--- src/rtl/uart_tx_buffer.sv ---
// Byte FIFO feeding a UART transmitter through a launch / ack / done handshake FSM.
// Optional macro UART_TXBUF_TIMEOUT_EN: WAIT_ACK gives up after ACK_TIMEOUT cycles and flags overflow.
module uart_tx_buffer #(
    parameter int DEPTH       = 8,
    parameter int ACK_TIMEOUT = 16
) (
    input  logic                   clk,
    input  logic                   reset,
    input  logic                   wr_valid,
    input  logic [7:0]             wr_data,
    input  logic                   clr_overflow,
    input  logic                   tx_busy,
    output logic                   tx_start,
    output logic [7:0]             tx_data,
    output logic                   full,
    output logic                   empty,
    output logic [$clog2(DEPTH):0] count,
    output logic                   overflow
);
    localparam int PW = $clog2(DEPTH);
    localparam int CW = PW + 1;
    localparam logic [CW-1:0] FULL_CNT = CW'(DEPTH);

    if (DEPTH < 2 || DEPTH > 64 || (DEPTH & (DEPTH - 1)) != 0 || ACK_TIMEOUT < 1) begin : g_bad_cfg
        $error("uart_tx_buffer: unsupported DEPTH/ACK_TIMEOUT");
    end

    typedef enum logic [1:0] {IDLE, LAUNCH, WAIT_ACK, WAIT_DONE} state_t;

    state_t        state_q;
    logic [7:0]    mem_q [DEPTH];
    logic [PW-1:0] rptr_q, rptr_d, wptr_q, wptr_d;
    logic [CW-1:0] count_q, count_d;
    logic          overflow_q, overflow_d;
    logic          tx_start_q;
    logic [7:0]    tx_data_q;
    logic          pop, push, drop, tmo_fire;

    // A pop frees a slot on the same edge, so a write to a full FIFO is still taken then.
    assign pop  = (state_q == IDLE) && (count_q != '0) && !tx_busy;
    assign push = wr_valid && ((count_q != FULL_CNT) || pop);
    assign drop = wr_valid && (count_q == FULL_CNT) && !pop;

`ifdef UART_TXBUF_TIMEOUT_EN
    localparam int TW = $clog2(ACK_TIMEOUT + 1);
    logic [TW-1:0] tmo_q;

    assign tmo_fire = (state_q == WAIT_ACK) && !tx_busy && (tmo_q == TW'(ACK_TIMEOUT - 1));

    always_ff @(posedge clk or negedge reset) begin
        if (!reset)                  tmo_q <= '0;
        else if (state_q != WAIT_ACK) tmo_q <= '0;
        else if (!tx_busy)           tmo_q <= tmo_q + 1'b1;
    end
`else
    assign tmo_fire = 1'b0;
`endif

    always_comb begin
        rptr_d     = rptr_q;
        wptr_d     = wptr_q;
        count_d    = count_q;
        overflow_d = overflow_q;
        if (pop)  rptr_d = rptr_q + 1'b1;
        if (push) wptr_d = wptr_q + 1'b1;
        case ({push, pop})
            2'b10:   count_d = count_q + 1'b1;
            2'b01:   count_d = count_q - 1'b1;
            default: count_d = count_q;
        endcase
        // A same-cycle set wins over the clear.
        if (drop || tmo_fire)  overflow_d = 1'b1;
        else if (clr_overflow) overflow_d = 1'b0;
    end

    always_ff @(posedge clk or negedge reset) begin
        if (!reset) begin
            rptr_q     <= '0;
            wptr_q     <= '0;
            count_q    <= '0;
            overflow_q <= 1'b0;
        end else begin
            rptr_q     <= rptr_d;
            wptr_q     <= wptr_d;
            count_q    <= count_d;
            overflow_q <= overflow_d;
        end
    end

    always_ff @(posedge clk) begin
        if (push) mem_q[wptr_q] <= wr_data;
    end

    always_ff @(posedge clk or negedge reset) begin
        if (!reset) begin
            state_q    <= IDLE;
            tx_start_q <= 1'b0;
            tx_data_q  <= 8'h00;
        end else begin
            case (state_q)
                IDLE: begin
                    if (pop) begin
                        state_q    <= LAUNCH;
                        tx_start_q <= 1'b1;
                        tx_data_q  <= mem_q[rptr_q];
                    end
                end
                LAUNCH: begin
                    state_q    <= WAIT_ACK;
                    tx_start_q <= 1'b0;
                end
                WAIT_ACK: begin
                    if (tx_busy)       state_q <= WAIT_DONE;
                    else if (tmo_fire) state_q <= IDLE;
                end
                WAIT_DONE: begin
                    if (!tx_busy) state_q <= IDLE;
                end
                default: begin
                    state_q    <= IDLE;
                    tx_start_q <= 1'b0;
                end
            endcase
        end
    end

    assign tx_start = tx_start_q;
    assign tx_data  = tx_data_q;
    assign count    = count_q;
    assign full     = (count_q == FULL_CNT);
    assign empty    = (count_q == '0);
    assign overflow = overflow_q;

endmodule
--- config.mk ---
export PLATFORM = sky130hd
export DESIGN_NAME = uart_tx_buffer
export DESIGN_NICKNAME = d
export VERILOG_FILES = /design/src/rtl/uart_tx_buffer.sv
export SDC_FILE = /design/constraint.sdc
export NUM_CORES = 1
export LEC_CHECK = 0
export ABC_AREA = 1
export CORE_MARGIN = 5
export CORE_UTILIZATION = 57
export CTS_CLUSTER_SIZE = 20
export DETAILED_ROUTE_END_ITERATION = 8
export HOLD_SLACK_MARGIN = 0.15
export PLACE_DENSITY = 0.8
export SLEW_MARGIN = 20
export SYNTH_ARGS = -nofsm -noshare
export SYNTH_HDL_FRONTEND = slang
export SYNTH_SLANG_ARGS = --single-unit
--- constraint.sdc ---
create_clock -name clk -period 3 [get_ports clk]
set_input_delay 0.6 -clock clk [delete_from_list [all_inputs] [get_ports clk]]
set_output_delay 0.6 -clock clk [all_outputs]
set_load 0.02 [all_outputs]
==> out/qor.yml <==
outcome:
  status: "finished, final reports clean"
floorplanning:
  die_h_um: 90.02
  dieArea_um2: 8104
  start_util: 0.5814
  core_um2: 6277
  ios: 29
  fp-row-count: 29
  dieWidth_um: 90.02
sta:
  finalSetupViolCount: 0
  fin_hold_ws_ns: 0.4823
  final_hold_viol_count: 0
  rsz0062_at_grt: "no"
  setup_tns_ns: 0
  fmax_ghz: 0.4039
  slew_headroom: 0.3763
  drv_slew: 0
  post-route-min-period_ns: 2.476
  tightest_slew_ns: 0.9346
  clock-skew-final_ns: 0.01493
  setup_ws_ns: 0.5242
  post-route-period-util: 0.8253
detailed_routing:
  drt_wl_total_um: 7669
  postRouteAntennaNets: 0
  firstDrtPassIters: 5
  drt_iter0_drc: 255
  wl_per_cell_um: 18.17
  drcViolationCount: 0
  via_per_inst: 5.716
  vias: 2412
placement:
  gp_congestion: 0.8345
  portBuffers: 28
  dp.cells: 406
  dp_hpwl_um: 5138
  dp_slack_ns: 0.4649
logic_synthesis:
  yosysUniqueCellTypes: 31
  yosys-top-cells-area: "edfxtp_1 (53%), dfrtp_1 (15%), o21ai_0 (4.7%)"
  synthesis.instances: 301
  synth_fp_nets: 322
  synth_area_per_cell_um2: 12.13
  synth-seq-area-share: 0.6774
  mappedNetlistArea_um2: 3650
  ys_ff_latch: 86
  synth.top_cell.area_share: 0.5266
  yosysTopAreaCell: "edfxtp_1"
  ys_warn_count: 0
worst_setup_path:
  setup.worst_path.start_class: "flop"
  critPathCapture: "full"
  crit_fanout: 7
  reg2reg_slack_ns: 0.77
  rr_startpoint: "state_q[0]"
  r2r-end: "mem_q[0][7]"
  required_ns: 2.40
  startpoint: "count[0]"
  critPathArrivalTime_ns: 1.88
  crit_path_end_kind: "output pin"
  critical_path_class: "flop to output pin"
  worstRegToRegCells: 10
final_layout:
  mostFrequentLayoutCell: "edfxtp_1"
  fill_cells: 436
  mostFrequentLayoutCells: "edfxtp_1 (64), nor2_1 (44), nand2_1 (38), o21ai_0 (34), clkdlybuf4s50_1 (28)"
  nets: 361
  syn2layout_area_growth_pct: 17.28
  instances_no_fill: 422
  antennaDiodeCount: 0
  layout-drive-gt1-share: 0.1304
cts:
  cts_tree: "done"
  cts_buffer_depth: 2
  clock_latency_ns: 0.36
  cts_sinks: 86
  htree_num_levels: 3
  cts-buffers-inserted: 9
  path_clk_slew_ns: 0.09
  postCtsResizedCells: 0
  cts_hold_buf: 0
  post_cts_buffers: 0
  root_buffer: "clkbuf_8"
grt:
  grt_max_degree: 35
  grt.overflow.total: 0
  antenna_found_initial: 0
  globalRouteTotalUtil: 0.1939
  grt_pass1_wl_um: 11900
  grt_pass1_vias: 2399
power:
  peakVddDrop_uv: 496.4
  p_leak_uw: 0.001643
  power_density_nw_per_um2: 970.3
flow_run:
  drv_cap: 0
worst_hold_path:
  min-delay-path-class: "flop to flop"
-- state kept, by name (all words and copies together), names as in the netlist --
signal    cells
overflow      1
tx_start      1
state_q       2
rptr_q        3
wptr_q        3
count         4
tx_data       8
mem_q        64
-- area by class of cell --
cell class | count | area, µm² | area share
clock buffers | 9 | 123.9 | 0.02894
clock inverters | 7 | 90.09 | 0.02105
inverters | 20 | 77.57 | 0.01812
multi-input cells | 183 | 1050 | 0.2453
flip-flops and latches | 86 | 2472 | 0.5776
well taps | 77 | 96.34 | 0.02251
repair buffers | 40 | 370.4 | 0.08652
-- power breakdown --
part / internal, µW / switching, µW
Clock: 403 / 447
Combinational: 582 / 998
Sequential: 1550 / 177
-- kinds of logic (layout without fill, tap and decap cells) --
group	count (synthesis)	count (layout)	share of synthesized area
xor+xnor	6	6	0.01440
mux	1	1	0.002743
compound gates	65	65	0.1066
fa+ha+maj	8	8	0.02743
buf+inv	32	76	0.03497
flops	86	86	0.6774
simple gates	103	103	0.1364
-- critical path, cell delays in order (launching register included) --
cell             delay (ns)
dfrtp_1                0.49
nor4_4                 0.36
clkdlybuf4s50_1        0.66
-- synthesized netlist by cell type, drive strengths merged --
master	count
a21oi	3
buf	4
clkbuf	8
dfrtp	22
edfxtp	64
ha	8
inv	20
mux2i	1
nand2	48
nand3	4
nand4	2
nor2	46
nor3	1
nor4	1
o211ai	8
o21ai	36
o21bai	1
o221ai	8
o22ai	9
or2	1
xnor2	2
xor2	4
-- stage by stage --
| stage | area (µm²) | power, µW | utilization |
|---|---|---|---|
| 5_1_grt | 4280 | 4404 | 0.6819 |
| 3_5_place_dp | 4066 | 3307 | 0.6478 |
| 6_report | 4280 | 4153 | 0.6819 |
| 3_3_place_gp | 4066 | 3235 | 0.6478 |
| 4_1_cts | 4280 | 4150 | 0.6819 |
| 2_1_floorplan | 3650 | 2745 | - |
-- metal layers --
metal | routed length (µm) | GRT usage | vias up
met5 | 0 | 0 | -
met2 | 3932 | 0.3354 | 108
met3 | 563 | 0.04925 | 23
met4 | 234 | 0.09057 | 0
met1 | 2938 | 0.2246 | 1143
li1 | - | - | 1138
-- worst min path at each step --
stage | start | end | slack [ns] | cells past startpoint
after floorplan | reset | count[0] | 0.30 | 0
after global placement | tx_data[2] | tx_data[2] | 0.46 | 2
after detailed placement | tx_data[4] | tx_data[4] | 0.47 | 2
after CTS | tx_data[4] | tx_data[4] | 0.49 | 2
after global routing | tx_data[2] | tx_data[2] | 0.50 | 2
final | tx_data[4] | tx_data[4] | 0.48 | 2
No activity file was read; power rests on OpenSTA's default activity.
